## src/rtl/lbm_sweep_ctrl_if.sv

```systemverilog
// Handshake and bus signals of the LBM sweep controller.
// The slave modport is the controller side; the master modport is the side that
// requests timesteps and consumes the read/writeback stream.
interface lbm_sweep_ctrl_if;
  logic        start_in;
  logic        dp_ready_in;
  logic        busy_out;
  logic        done_out;
  logic        phase_out;
  logic        rd_en_out;
  logic [15:0] rd_addr_out;
  logic        valid_out;
  logic [15:0] wb_addr_out;
  logic [7:0]  x_out;
  logic [7:0]  y_out;
  logic        edge_out;
  logic [15:0] step_count_out;

  modport master (
    output start_in, dp_ready_in,
    input  busy_out, done_out, phase_out, rd_en_out, rd_addr_out, valid_out,
    input  wb_addr_out, x_out, y_out, edge_out, step_count_out
  );

  modport slave (
    input  start_in, dp_ready_in,
    output busy_out, done_out, phase_out, rd_en_out, rd_addr_out, valid_out,
    output wb_addr_out, x_out, y_out, edge_out, step_count_out
  );
endinterface

```

## src/rtl/lbm_sweep_ctrl.sv

```systemverilog
// Lattice-Boltzmann timestep sweep controller.
// One timestep = a collision sweep followed by a streaming sweep over all NX*NY cells,
// each sweep issuing row-major BRAM reads and draining an RD_LAT-deep tag pipeline.
// Optional feature: define LBM_BOUNDARY_FLAG_EN to flag boundary cells on edge_out;
// without it edge_out is tied low and no edge logic is built.
module lbm_sweep_ctrl #(
  parameter int unsigned NX     = 192,
  parameter int unsigned NY     = 192,
  parameter int unsigned RD_LAT = 2
) (
  input  logic              clk_in,
  input  logic              rst_in,
  lbm_sweep_ctrl_if.slave   sweep_io
);

  localparam logic [15:0] LastAddr  = 16'(NX * NY - 1);
  localparam logic [7:0]  XLast     = 8'(NX - 1);
  localparam logic [7:0]  YLast     = 8'(NY - 1);
  localparam logic [2:0]  DrainLast = 3'(RD_LAT - 1);

  localparam logic [2:0] StIdle      = 3'd0;
  localparam logic [2:0] StCollIssue = 3'd1;
  localparam logic [2:0] StCollDrain = 3'd2;
  localparam logic [2:0] StStrmIssue = 3'd3;
  localparam logic [2:0] StStrmDrain = 3'd4;
  localparam logic [2:0] StDone      = 3'd5;

  logic [2:0]  state_q, state_d;
  logic [15:0] addr_q, addr_d;
  logic [7:0]  x_q, x_d;
  logic [7:0]  y_q, y_d;
  logic [2:0]  drain_q, drain_d;
  logic [15:0] step_q, step_d;

  logic issuing;
  logic rd_en;
  logic last_addr;

  // Tag pipeline: one stage per cycle of BRAM read latency.
  logic        vld_pipe_q  [RD_LAT];
  logic [15:0] addr_pipe_q [RD_LAT];
  logic [7:0]  x_pipe_q    [RD_LAT];
  logic [7:0]  y_pipe_q    [RD_LAT];

  // Read strobe: only in an ISSUE state and only when the datapath has room.
  always_comb begin
    issuing   = (state_q == StCollIssue) || (state_q == StStrmIssue);
    rd_en     = issuing && sweep_io.dp_ready_in;
    last_addr = (addr_q == LastAddr);
  end

  // Next-state logic for the sweep FSM, address/coordinate counters and step counter.
  always_comb begin
    state_d = state_q;
    addr_d  = addr_q;
    x_d     = x_q;
    y_d     = y_q;
    drain_d = drain_q;
    step_d  = step_q;
    case (state_q)
      StIdle: begin
        if (sweep_io.start_in) state_d = StCollIssue;
      end
      StCollIssue, StStrmIssue: begin
        if (rd_en) begin
          if (last_addr) begin
            addr_d  = '0;
            x_d     = '0;
            y_d     = '0;
            drain_d = '0;
            state_d = (state_q == StCollIssue) ? StCollDrain : StStrmDrain;
          end else begin
            addr_d = addr_q + 16'd1;
            if (x_q == XLast) begin
              x_d = '0;
              y_d = y_q + 8'd1;
            end else begin
              x_d = x_q + 8'd1;
            end
          end
        end
      end
      StCollDrain, StStrmDrain: begin
        // Drain runs unconditionally so in-flight reads always reach writeback.
        if (drain_q == DrainLast) begin
          state_d = (state_q == StCollDrain) ? StStrmIssue : StDone;
        end else begin
          drain_d = drain_q + 3'd1;
        end
      end
      StDone: begin
        step_d  = step_q + 16'd1;
        state_d = StIdle;
      end
      default: state_d = StIdle;
    endcase
  end

  // FSM and counter state.
  always_ff @(posedge clk_in or posedge rst_in) begin
    if (rst_in) begin
      state_q <= StIdle;
      addr_q  <= '0;
      x_q     <= '0;
      y_q     <= '0;
      drain_q <= '0;
      step_q  <= '0;
    end else begin
      state_q <= state_d;
      addr_q  <= addr_d;
      x_q     <= x_d;
      y_q     <= y_d;
      drain_q <= drain_d;
      step_q  <= step_d;
    end
  end

  // Shift read tags down the pipeline every cycle so writeback lines up with BRAM data.
  always_ff @(posedge clk_in or posedge rst_in) begin
    if (rst_in) begin
      for (int i = 0; i < int'(RD_LAT); i++) begin
        vld_pipe_q[i]  <= 1'b0;
        addr_pipe_q[i] <= '0;
        x_pipe_q[i]    <= '0;
        y_pipe_q[i]    <= '0;
      end
    end else begin
      vld_pipe_q[0]  <= rd_en;
      addr_pipe_q[0] <= addr_q;
      x_pipe_q[0]    <= x_q;
      y_pipe_q[0]    <= y_q;
      for (int i = 1; i < int'(RD_LAT); i++) begin
        vld_pipe_q[i]  <= vld_pipe_q[i-1];
        addr_pipe_q[i] <= addr_pipe_q[i-1];
        x_pipe_q[i]    <= x_pipe_q[i-1];
        y_pipe_q[i]    <= y_pipe_q[i-1];
      end
    end
  end

`ifdef LBM_BOUNDARY_FLAG_EN
  logic edge_c;
  logic edge_pipe_q [RD_LAT];

  // Boundary cell: first/last column or first/last row.
  always_comb begin
    edge_c = (x_q == 8'd0) || (x_q == XLast) || (y_q == 8'd0) || (y_q == YLast);
  end

  // Boundary flag travels alongside the other read tags.
  always_ff @(posedge clk_in or posedge rst_in) begin
    if (rst_in) begin
      for (int i = 0; i < int'(RD_LAT); i++) edge_pipe_q[i] <= 1'b0;
    end else begin
      edge_pipe_q[0] <= edge_c;
      for (int i = 1; i < int'(RD_LAT); i++) edge_pipe_q[i] <= edge_pipe_q[i-1];
    end
  end

  assign sweep_io.edge_out = edge_pipe_q[RD_LAT-1] & vld_pipe_q[RD_LAT-1];
`else
  assign sweep_io.edge_out = 1'b0;
`endif

  assign sweep_io.busy_out       = (state_q != StIdle);
  assign sweep_io.done_out       = (state_q == StDone);
  assign sweep_io.phase_out      = (state_q == StStrmIssue) || (state_q == StStrmDrain);
  assign sweep_io.rd_en_out      = rd_en;
  assign sweep_io.rd_addr_out    = addr_q;
  assign sweep_io.valid_out      = vld_pipe_q[RD_LAT-1];
  assign sweep_io.wb_addr_out    = addr_pipe_q[RD_LAT-1];
  assign sweep_io.x_out          = x_pipe_q[RD_LAT-1];
  assign sweep_io.y_out          = y_pipe_q[RD_LAT-1];
  assign sweep_io.step_count_out = step_q;

endmodule

```

## src/flat_wrapper.sv

```systemverilog
// flat-port wrapper written by rule: the top's interface ports become plain ports
module lbm_sweep_ctrl_flat 
#(
  parameter int unsigned NX     = 192,
  parameter int unsigned NY     = 192,
  parameter int unsigned RD_LAT = 2
)
  (clk_in, rst_in, sweep_io_start_in, sweep_io_dp_ready_in, sweep_io_busy_out, sweep_io_done_out, sweep_io_phase_out, sweep_io_rd_en_out, sweep_io_rd_addr_out, sweep_io_valid_out, sweep_io_wb_addr_out, sweep_io_x_out, sweep_io_y_out, sweep_io_edge_out, sweep_io_step_count_out);
  lbm_sweep_ctrl_if sweep_io_i ();
  input  logic clk_in;
  input  logic rst_in;
  input wire logic [$bits(sweep_io_i.start_in)-1:0] sweep_io_start_in;
  input wire logic [$bits(sweep_io_i.dp_ready_in)-1:0] sweep_io_dp_ready_in;
  output wire logic [$bits(sweep_io_i.busy_out)-1:0] sweep_io_busy_out;
  output wire logic [$bits(sweep_io_i.done_out)-1:0] sweep_io_done_out;
  output wire logic [$bits(sweep_io_i.phase_out)-1:0] sweep_io_phase_out;
  output wire logic [$bits(sweep_io_i.rd_en_out)-1:0] sweep_io_rd_en_out;
  output wire logic [$bits(sweep_io_i.rd_addr_out)-1:0] sweep_io_rd_addr_out;
  output wire logic [$bits(sweep_io_i.valid_out)-1:0] sweep_io_valid_out;
  output wire logic [$bits(sweep_io_i.wb_addr_out)-1:0] sweep_io_wb_addr_out;
  output wire logic [$bits(sweep_io_i.x_out)-1:0] sweep_io_x_out;
  output wire logic [$bits(sweep_io_i.y_out)-1:0] sweep_io_y_out;
  output wire logic [$bits(sweep_io_i.edge_out)-1:0] sweep_io_edge_out;
  output wire logic [$bits(sweep_io_i.step_count_out)-1:0] sweep_io_step_count_out;
  assign sweep_io_i.start_in = sweep_io_start_in;
  assign sweep_io_i.dp_ready_in = sweep_io_dp_ready_in;
  assign sweep_io_busy_out = sweep_io_i.busy_out;
  assign sweep_io_done_out = sweep_io_i.done_out;
  assign sweep_io_phase_out = sweep_io_i.phase_out;
  assign sweep_io_rd_en_out = sweep_io_i.rd_en_out;
  assign sweep_io_rd_addr_out = sweep_io_i.rd_addr_out;
  assign sweep_io_valid_out = sweep_io_i.valid_out;
  assign sweep_io_wb_addr_out = sweep_io_i.wb_addr_out;
  assign sweep_io_x_out = sweep_io_i.x_out;
  assign sweep_io_y_out = sweep_io_i.y_out;
  assign sweep_io_edge_out = sweep_io_i.edge_out;
  assign sweep_io_step_count_out = sweep_io_i.step_count_out;
  lbm_sweep_ctrl #(.NX(NX), .NY(NY), .RD_LAT(RD_LAT)) u_core (.clk_in(clk_in), .rst_in(rst_in), .sweep_io(sweep_io_i));
endmodule
```

## config.mk

```make
export PLATFORM = sky130hd
export DESIGN_NAME = lbm_sweep_ctrl_flat
export DESIGN_NICKNAME = d
export VERILOG_FILES = /design/src/rtl/lbm_sweep_ctrl_if.sv /design/src/rtl/lbm_sweep_ctrl.sv /design/src/flat_wrapper.sv
export SDC_FILE = /design/constraint.sdc
export NUM_CORES = 1
export LEC_CHECK = 0
export BUFFER_PORTS_ARGS = -buffer_cell sky130_fd_sc_hd__buf_2
export CAP_MARGIN = 10
export CORE_AREA = 2 2 114 144
export CTS_CLUSTER_SIZE = 24
export DETAILED_ROUTE_END_ITERATION = 10
export DIE_AREA = 0 0 116 146
export SLEW_MARGIN = 20
export SYNTH_ARGS = -nofsm -noshare
export SYNTH_HDL_FRONTEND = slang
export SYNTH_SLANG_ARGS = --single-unit
```

## constraint.sdc

```tcl
create_clock -name clk_in -period 3.71 [get_ports clk_in]
set_clock_uncertainty 0.2 [all_clocks]
set_input_delay 0.1855 -clock clk_in [delete_from_list [all_inputs] [get_ports clk_in]]
set_output_delay 0.1855 -clock clk_in [all_outputs]
set_load 0.05 [all_outputs]
```

==> impl_metrics.toml <==
[cells_and_area]
syn2layout_area_growth_pct = 21.5
instances_no_fill = 644
n_fill_cell = 1530
fin_area_um2 = 5600
diodes = 0
final_util = 0.362
nNetsFinal = 429
final_layout_size_suffix_gt1_frac = 0.269

[global_route]
grt.busiest_layer = "met2"
track_usage = 0.111
gr-usage-met1 = 0.143
grt_max_degree = 77
antenna_found_initial = 0
overflow = 0
grt_pass1_wl_um = 14300
grt_pass1_vias = 2748
grt_use_met2 = 0.165
met3_usage = 0.0342

[logic_synthesis]
synth_ff_type = "dfrtp_1"
synth_edf_count = 0
synth_top_area_frac = 0.652
yosysSeqAreaShare = 0.652
syn-num-nets = 373
ys_top_cells_by_area = "dfrtp_1, buf_4, xnor2_1"
avgSynthCellArea_um2 = 12.7
yosys.area.top_type = "dfrtp_1"
syn-cell-area_um2 = 4600
synthArstFlopShare = 1.00
netlist_instances = 363
yosys_warnings = 0
ys_ff_latch = 120
synth_cell_type_count = 48

[clock_tree]
clock-sinks = 120
insertion_delay_ns = 0.41
cts_buffer_depth = 2
post_cts_resized = 0
cts-root-buf = "clkbuf_16"
cts_tree = "built"
clkTransAtPathRegs_ns = 0.06
holdBufCountCts = 3
h-tree-depth = 4
post-cts-setup-buffer-count = 0
cts_buffers = 17

[floorplanning]
die_h_um = 146
die_w_um = 116
coreArea_um2 = 15400
start_util = 0.298
design.die.area_um2 = 16900
io_pins = 74
rows = 51

[worst_setup_path]
crit_path_top_delay_cell = "nor2_1"
worstRegToRegCells = 5
cpMostUsedCell = "nor2_1"
critical_path_arrival_ns = 2.77
cp.buffers_inverters = 1
cp-start-kind = "flip-flop"
rrSetupSlack_ns = 1.01
crit_chain = "nand3b_2 > inv_1 > nand4_1 > nor2_1 > nor2_1"
worst_r2r_endpoint = "u_core.x_q[4]"
crit-reg2reg-launch = "u_core.state_q[2]"
cpLargestDelayFamily = "simple AND/OR/NAND/NOR gates"
slowest_delay_ns = 0.49
critPathKind = "reg2reg"
cp_max_fo = 19
critPathRequiredTime_ns = 3.78
end_kind = "flip-flop"

[route]
dr_total_vias = 2810
wl_per_cell_um = 13.4
via_per_inst = 4.36
drc = 0
drt_iter0_drc = 197
ant_nets = 0
firstDrtPassIters = 5
wl_um = 8630

[sta]
drv_slew = 0
whs_ns = 0.146
maxSlewHeadroom = 0.371
finalSetupViolations = 0
rsz0062_at_grt = "false"
finalHoldViolations = 0
period_share = 0.727
worst_slew_pin_slew_ns = 0.944
period_needed_ns = 2.70
max_freq_ghz = 0.371
finalSetupTns_ns = 0
layout_setup_ws_ns = 1.01

[worst_hold_path]
hold_class = "reg2reg"
whs_endpoint = "u_core.sweep_io.wb_addr_out[14]"
hold_start = "u_core.addr_pipe_q[30]"
whs_path_depth = 0

[place]
numPortBuffers = 72
gp_congestion = 0.793
place_ws_ns = 1.05
dp_cells = 609
dpl_cell_area_um2 = 4970
hpwl_um = 5980

[pwr]
peakVddDrop_mv = 0.446
power_density_nw_per_um2 = 661
power.leakage_nw = 2.76
power_mw = 3.70

[outcome]
outcome = "complete, no violations"

[job]
drv_cap = 0
-- worst max path at each step --
stage | from | to | depth (start not counted)
6_report | u_core.state_q[2] | u_core.x_q[4] | 5
5_1_grt | u_core.state_q[2] | u_core.x_q[4] | 5
4_1_cts | u_core.state_q[2] | u_core.sweep_io.rd_addr_out[7] | 5
3_5_place_dp | u_core.state_q[2] | u_core.x_q[4] | 5
3_3_place_gp | u_core.state_q[2] | u_core.sweep_io.rd_addr_out[3] | 5
2_1_floorplan | rst_in | u_core.addr_pipe_q[16] | 1
-- metal layers --
metal,wire (um),part of all wire,up-vias
met5,0,0,-
li1,-,-,1328
met4,214,0.025,0
met1,3910,0.45,1383
met2,4050,0.47,80
met3,456,0.053,19
-- flip-flops by register name (all words and copies together), names as in the netlist --
signal and flops:
u_core.y_q 8, u_core.sweep_io.rd_addr_out 16, u_core.x_q 8, u_core.sweep_io.wb_addr_out 16, u_core.sweep_io.x_out 8, u_core.x_pipe_q 8
u_core.sweep_io.valid_out 1, u_core.y_pipe_q 8, u_core.drain_q 3, u_core.vld_pipe_q 1, u_core.state_q 3, u_core.sweep_io.y_out 8
u_core.addr_pipe_q 16, u_core.sweep_io.step_count_out 16
-- cell usage in the layout, fill, tap and decap left out, types with 6 or more instances in the layout --
cell / instances
nand4_1: 8
nor2_1: 24
nor4_1: 7
dfrtp_1: 120
o21ai_0: 9
clkbuf_16: 17
xnor2_1: 20
xor2_1: 12
nand3_1: 17
inv_1: 8
buf_2: 72
ha_1: 6
nand2_1: 28
-- logic make-up after synthesis --
logic type,Yosys count,synth area share
compound gates,29,0.0424
xor+xnor,32,0.0609
fa+ha+maj,6,0.0163
buf+inv,48,0.0679
flops,120,0.652
mux,6,0.0133
other cells,1,0.000814
simple gates,121,0.146
-- cells in the mapped netlist, types with 5 or more instances --
| cell | instances |
|---|---|
| and4_1 | 5 |
| buf_4 | 33 |
| dfrtp_1 | 120 |
| ha_1 | 6 |
| inv_1 | 9 |
| mux2i_1 | 5 |
| nand2_1 | 28 |
| nand3_1 | 17 |
| nand4_1 | 8 |
| nor2_1 | 24 |
| nor4_1 | 7 |
| o21ai_0 | 9 |
| xnor2_1 | 20 |
| xor2_1 | 12 |
-- report_power, final --
part           total (mW)  internal [mW]  switching, mW
clock                1.62           1.00          0.614
combinational       0.499          0.108          0.391
sequential           1.58           1.46          0.120
-- layout make-up --
| cell class | instances | area, um^2 | share of cell area |
|---|---|---|---|
| Sequential cell | 120 | 3000 | 0.537 |
| Multi-Input combinational cell | 195 | 1290 | 0.230 |
| Clock buffer | 17 | 425 | 0.0760 |
| Timing Repair Buffer | 76 | 410 | 0.0733 |
| Tap cell | 212 | 265 | 0.0474 |
| Clock inverter | 15 | 168 | 0.0300 |
| Inverter | 9 | 36.3 | 0.00648 |
Power figures use the tool's default switching activity.
